`src/rtl/instr_mem_loader.sv`:
```
// Streams a byte-wide program into the instruction RAM write port, packing bytes big-endian.
// Optional trailing XOR checksum byte is enabled by defining LOADER_CHECKSUM_EN.
module instr_mem_loader #(
  parameter int unsigned ADDR_WIDTH = 4,
  parameter int unsigned DATA_WIDTH = 32,
  parameter int unsigned NUM_WORDS  = 16
) (
  input  logic                  clk,
  input  logic                  reset_n,
  input  logic                  start,
  input  logic [7:0]            in_data,
  input  logic                  in_valid,
  output logic                  in_ready,
  output logic [ADDR_WIDTH-1:0] ram_addr,
  output logic [DATA_WIDTH-1:0] ram_data,
  output logic                  ram_we,
  output logic                  fetch_hold,
  output logic                  done,
  output logic [ADDR_WIDTH:0]   words_written,
  output logic                  chk_err
);

  localparam int unsigned BPW   = DATA_WIDTH / 8;
  localparam int unsigned CNT_W = (BPW > 1) ? $clog2(BPW) : 1;
  localparam int unsigned WW_W  = ADDR_WIDTH + 1;

  typedef enum logic [2:0] {
    IDLE  = 3'd0,
    RECV  = 3'd1,
    WRITE = 3'd2,
`ifdef LOADER_CHECKSUM_EN
    CHECK = 3'd3,
`endif
    DONE  = 3'd4
  } state_t;

  state_t                state_q, state_d;
  logic [CNT_W-1:0]      cnt_q, cnt_d;
  logic [ADDR_WIDTH-1:0] addr_d;
  logic [DATA_WIDTH-1:0] data_d;
  logic [WW_W-1:0]       ww_d, ww_inc;
  logic                  in_ready_d, we_d, hold_d, done_d;
  logic                  hs;
`ifdef LOADER_CHECKSUM_EN
  logic [7:0]            sum_q, sum_d;
  logic                  chk_d;
`endif

  // Next-state and next-output logic; all outputs are registered from these.
  always_comb begin
    state_d = state_q;
    cnt_d   = cnt_q;
    addr_d  = ram_addr;
    data_d  = ram_data;
    ww_d    = words_written;
    hs      = in_valid & in_ready;
    ww_inc  = words_written + WW_W'(1);
`ifdef LOADER_CHECKSUM_EN
    sum_d   = sum_q;
    chk_d   = chk_err;
`endif

    case (state_q)
      IDLE, DONE: begin
        if (start) begin
          state_d = RECV;
          cnt_d   = '0;
          addr_d  = '0;
          ww_d    = '0;
`ifdef LOADER_CHECKSUM_EN
          sum_d   = '0;
          chk_d   = 1'b0;
`endif
        end
      end
      RECV: begin
        if (hs) begin
          // Shift left by one byte; the first byte ends up in the top byte lane.
          data_d = DATA_WIDTH'({ram_data, in_data});
`ifdef LOADER_CHECKSUM_EN
          sum_d  = sum_q ^ in_data;
`endif
          if (cnt_q == CNT_W'(BPW - 1)) begin
            cnt_d   = '0;
            state_d = WRITE;
          end else begin
            cnt_d = cnt_q + CNT_W'(1);
          end
        end
      end
      WRITE: begin
        ww_d = ww_inc;
        if (ww_inc == WW_W'(NUM_WORDS)) begin
`ifdef LOADER_CHECKSUM_EN
          state_d = CHECK;
`else
          state_d = DONE;
`endif
        end else begin
          addr_d  = ram_addr + ADDR_WIDTH'(1);
          state_d = RECV;
        end
      end
`ifdef LOADER_CHECKSUM_EN
      CHECK: begin
        if (hs) begin
          chk_d   = (in_data != sum_q);
          state_d = DONE;
        end
      end
`endif
      default: state_d = IDLE;
    endcase

    in_ready_d = (state_d == RECV)
`ifdef LOADER_CHECKSUM_EN
                 || (state_d == CHECK)
`endif
                 ;
    we_d   = (state_d == WRITE);
    done_d = (state_d == DONE);
    hold_d = (state_d != IDLE) && (state_d != DONE);
  end

  always_ff @(posedge clk or negedge reset_n) begin
    if (!reset_n) begin
      state_q       <= IDLE;
      cnt_q         <= '0;
      in_ready      <= 1'b0;
      ram_addr      <= '0;
      ram_data      <= '0;
      ram_we        <= 1'b0;
      fetch_hold    <= 1'b0;
      done          <= 1'b0;
      words_written <= '0;
    end else begin
      state_q       <= state_d;
      cnt_q         <= cnt_d;
      in_ready      <= in_ready_d;
      ram_addr      <= addr_d;
      ram_data      <= data_d;
      ram_we        <= we_d;
      fetch_hold    <= hold_d;
      done          <= done_d;
      words_written <= ww_d;
    end
  end

`ifdef LOADER_CHECKSUM_EN
  always_ff @(posedge clk or negedge reset_n) begin
    if (!reset_n) begin
      sum_q   <= '0;
      chk_err <= 1'b0;
    end else begin
      sum_q   <= sum_d;
      chk_err <= chk_d;
    end
  end
`else
  assign chk_err = 1'b0;
`endif

endmodule

```
`config.mk`:
```
export PLATFORM = sky130hd
export DESIGN_NAME = instr_mem_loader
export DESIGN_NICKNAME = d
export VERILOG_FILES = /design/src/rtl/instr_mem_loader.sv
export SDC_FILE = /design/constraint.sdc
export NUM_CORES = 1
export LEC_CHECK = 0
export BUFFER_PORTS_ARGS = -buffer_cell sky130_fd_sc_hd__buf_2
export CAP_MARGIN = 10
export CORE_ASPECT_RATIO = 0.9
export CORE_UTILIZATION = 40
export DETAILED_ROUTE_END_ITERATION = 16
export PLACE_DENSITY = 0.74
export SLEW_MARGIN = 10
export SYNTH_ARGS = -nofsm -noshare
export SYNTH_HDL_FRONTEND = slang
export SYNTH_SLANG_ARGS = --single-unit
```
`constraint.sdc`:
```
create_clock -name clk -period 2.6 [get_ports clk]
set_clock_uncertainty 0.1 [all_clocks]
set_input_delay 0.26 -clock clk [delete_from_list [all_inputs] [get_ports clk]]
set_output_delay 0.26 -clock clk [all_outputs]
set_load 0.02 [all_outputs]
```
# == Yosys cells after proc, flatten, opt, wreduce, memory -nomap -nowiden ==
# Index checks and enable logic that the tools add are counted.
# totals
register_bits,50
in_bits,12
out_inout_bits,46
elab_cells,49
# op_classes
addsub,3
eq_ne,12
muxes,14
bitwise_logic,1
n_reduce_logical,10
# ops
cell,count
3-bit 2-to-1 mux,4
5-bit one-hot mux with 2 select lines,1
3-bit one-hot mux with 3 select lines,1
4-bit 2-to-1 mux,2
4-bit one-hot mux with 2 select lines,1
"3-bit by 1-bit == test with 1-bit output, second input constant",2
"3-bit by 2-bit == test with 1-bit output, second input constant",2
"3-bit == test, second input constant",2
2-bit 2-to-1 mux,3
"2-bit != test, second input constant",3
3-bit AND reduction,2
"5-bit by 1-bit adder with 5-bit output, second input constant",1
"5-bit == test, second input constant",1
5-bit 2-to-1 mux,1
"4-bit by 1-bit adder with 4-bit output, second input constant",1
2-bit one-hot mux with 2 select lines,1
2-bit AND reduction,2
2-bit nonzero test,2
3-bit zero test,1
"3-bit != test, second input constant",1
3-bit nonzero test,1
"2-bit by 1-bit adder with 2-bit output, second input constant",1
"2-bit == test, second input constant",1
2-bit OR reduction,1
2 further kinds,2

# == Logic depth before layout (Yosys ltp) ==
# depth
ltp_word,6
ltp_mapped,6
ltp_nobuf,5

# == Least setup slack after synthesis ==
# OpenSTA, ideal clock, no wires.
# synth_path
kind,register to register
start,reg words_written[0]
end,reg done
setup_time_ns,0.077
t_arrival_ns,1.894
required_time_ns,2.423
path_slack_ns,0.529
stages_incl_launch_ff,6
n_path_buf,0
synth_period_minus_slack_ns,2.071
cell_sequence,dfrtp_1 > ha_1 > and3_4 > mux2_4 > or4b_4 > a21oi_1
# synth_between
elab_chain_len,5
# synth_rtl
element,line,rtl
"start, declared",19,"output logic [ADDR_WIDTH:0] words_written,"
"start signal, assigned",145,words_written <= ww_d;
5-bit by 1-bit adder with 5-bit output,57,ww_inc = words_written + WW_W'(1);
5-bit == test,93,if (ww_inc == WW_W'(NUM_WORDS)) begin
3-bit 2-to-1 mux,93,
3-bit one-hot mux with 3 select lines,63,case (state_q)
3-bit == test,121,done_d = (state_d == DONE);
named net done_d,42,"logic in_ready_d, we_d, hold_d, done_d;"
"end signal, assigned",144,done <= done_d;
"end, declared",18,"output logic done,"
# The timed path passes the listed nets, and every way through them passes these cells.
# A chain may end at the register's enable or synchronous reset.

# == Worst setup path after layout ==
# layout_path
start,reg words_written[1]
end,reg state_q[2]
# layout_between
elab_chain_len,4
# layout_rtl
element,line,rtl
5-bit by 1-bit adder with 5-bit output,57,
5-bit == test,93,
3-bit 2-to-1 mux,93,
3-bit one-hot mux with 3 select lines,63,
named net state_d[2],37,"state_t state_q, state_d;"
"end signal, assigned",137,state_q <= state_d;
"end, declared",37,
# The timed path passes the listed nets, and every way through them passes these cells.

==> flow_summary.ini <==
[placed_design]
dp_hpwl_mm = 2.38
io_buffers = 56
gp_congestion = 0.738

[status]
status = complete, no violations

[critical_path]
endpoint_kind = register
crit_required_ns = 2.72
startpoint_type = register
worstSetupPathType = reg -> reg
worstPathMaxFanout = 7
arrival_ns = 2.20

[timing]
period_needed_ns = 2.09
max-slew-margin-rel_pct = 59.1
slew_violations = 0
fin_setup_tns_ns = 0
fmax_mhz = 479
post-route-period-util_pct = 80.2
finalHoldViolCount = 0
worst_pin_slew_ns = 0.614
rsz0062_at_grt = false
setup_violations = 0

[drt]
viasPerCell = 4.85
wl_per_cell_um = 12.8
dr.pass1.iters = 4
routed_wl_mm = 3.51
ant_nets = 0
drt_iter0_markers = 59
via_count = 1328
drc = 0

[logic_synthesis]
synth_top_cell_by_area = dfrtp_1
yosysMostFrequentCell = dfrtp_1
synthArstFlopShare_pct = 100
syn_nets = 165
synth.yosys.seq_area_share_pct = 60.2
synthTopCellsByCount = dfrtp_1, mux2_2, nand2_1, mux2_1, o21ai_0
synthTopCellsByArea = dfrtp_1, mux2_2, mux2_1, ha_1, nand2_1
ys_ff_latch = 50
synth_cells = 149
synthDominantCellAreaShare_pct = 60.2
ys_types = 36
synth_edf_count = 0
synth_warnings = 0
avgSynthCellArea_sq_um = 13.9
synth-main-ff-cell = dfrtp_1
synth_area_sq_um = 2080

[job]
cap_viol_max_count = 0

[cts]
clk_latency_ns = 0.29
clockRootBuffer = clkbuf_8
ctsHoldBuffers = 1
cts_tree = done
cts_setup_buffers = 0
htree_levels = 2
cts_buffer_depth = 2
clock-sinks = 50
cts_resized = 0
numCtsBuffers = 5
path_clk_slew_ns = 0.09

[floorplanning]
dieWidth_um = 78.0
die_h_um = 70.4
coreArea_sq_um = 4920
io_pins = 58
die_area_sq_um = 5490
initial_core_util_pct = 42.2
rows = 24

[power_and_ir_drop]
internal_power_mw = 1.79
p_sw_mw = 1.13
powerDensity_nw_per_um2 = 1160
p_leak_nw = 1.24
max-vdd-ir-drop_uv = 578
sw_frac_of_total_pct = 38.7
seqPwrFrac_pct = 44.4
pwr-share-clk_pct = 14.4
power_frac_comb_pct = 41.2

[grt]
grt_pass1_vias = 1309
grt_overflow = 0
grt_max_degree = 51
gr-usage-all-layers_pct = 14.4
antenna_found_initial = 0
grt_pass1_wl_mm = 6.08

[cells_and_area]
layout.nets = 225
drive_gt1_share_pct = 45.9
finish.utilization_pct = 50.9
antenna_cells = 0
syn_to_final_growth_pct = 20.5

[min_path]
min_path_type = in -> reg
-- area by class of cell --
class | count | area, sq um
clock buffer | 5 | 68.8
inverter | 1 | 3.75
sequential | 50 | 1250
fill | 443 | 2420
timing repair buffer | 59 | 305
multi-input combinational | 92 | 785
tap | 65 | 81.3
clock inverter | 2 | 10.0
-- critical path: stages, from the launching register on --
cell and delay (ns):
dfrtp_1 0.46, ha_1 0.27, and3_4 0.22, mux2_4 0.32, or4b_4 0.48, a21oi_1 0.15
-- routing by layer --
layer / track usage (%) / vias to the layer above / routed length, um
li1: - / 649 / -
met1: 18.2 / 635 / 1750
met2: 22.3 / 42 / 1500
met3: 6.54 / 2 / 254
met4: 3.70 / 0 / 10
met5: 0 / - / 0
-- flip-flops by register name, summed over array words and instances (netlist names) --
| signal | count |
|---|---|
| words_written | 5 |
| ram_addr | 4 |
| ram_we | 1 |
| in_ready | 1 |
| fetch_hold | 1 |
| state_q | 3 |
| done | 1 |
| cnt_q | 2 |
| ram_data | 32 |
-- power by group through the flow --
stage                     combinational (mW)  sequential (mW)  clock, mW
after floorplan                        0.483             1.64          0
after global placement                  1.19             1.30          0
after detailed placement                1.22             1.31          0
after CTS                               1.22             1.29      0.440
after global routing                    1.30             1.34      0.473
final                                   1.20             1.29      0.419
-- cells by family after synthesis --
logic type / after synthesis / share of synthesized area (%)
flops: 50 / 60.2
mux: 38 / 20.5
simple gates: 33 / 9.27
compound gates: 14 / 4.52
buf+inv: 7 / 2.05
fa+ha+maj: 4 / 2.41
xor+xnor: 2 / 0.843
other cells: 1 / 0.180
-- layout by cell type, fill, tap and decap left out --
cell           instances
o211ai_1               1
nand3_1                4
buf_4                  2
or3b_1                 1
clkbuf_8               5
and2_1                 2
nand2_1               12
xnor2_1                1
nand3b_1               2
a22o_1                 2
buf_2                 56
and4_1                 1
mux2_4                 1
ha_1                   4
nor2b_1                2
mux2_1                 8
dlygate4sd3_1          1
a21bo_2                1
nor3b_1                1
nand2b_1               1
mux2i_1                4
mux2_2                25
o21ai_0                5
xor2_1                 1
o21ai_1                1
nor3_1                 1
dfrtp_1               50
and3_1                 1
nor3b_2                1
a41oi_1                1
and3_4                 1
a22o_2                 1
inv_1                  1
conb_1                 1
or4b_4                 1
a21oi_1                2
clkinv_2               2
nor2_1                 2
-- per-stage QoR --
stage	area, sq um	std cells	hold slack (ns)	setup slack [ns]	power (mW)
2_1_floorplan	2080	149	-0.136	0.529	2.12
3_3_place_gp	2420	266	0.301	0.625	2.49
3_5_place_dp	2420	266	0.307	0.537	2.52
4_1_cts	2500	274	0.0639	0.511	2.96
5_1_grt	2500	274	0.0521	0.385	3.11
6_report	2500	274	0.0759	0.514	2.91
-- worst paths after layout --
path                                       start           end  slack [ns]  depth (start not counted)
max in group asynchronous                reset_n  ram_data[15]        1.50                          3
worst max register to register  words_written[1]    state_q[2]        0.51                          5
min in group asynchronous                reset_n  ram_data[11]        0.50                          3
worst min-delay path                  in_data[7]   ram_data[7]        0.08                          2
worst max-delay path            words_written[1]    state_q[2]        0.51                          5
worst min register to register       ram_addr[3]   ram_addr[3]        0.38                          1
Note: power is estimated with default switching activity, not from simulation.
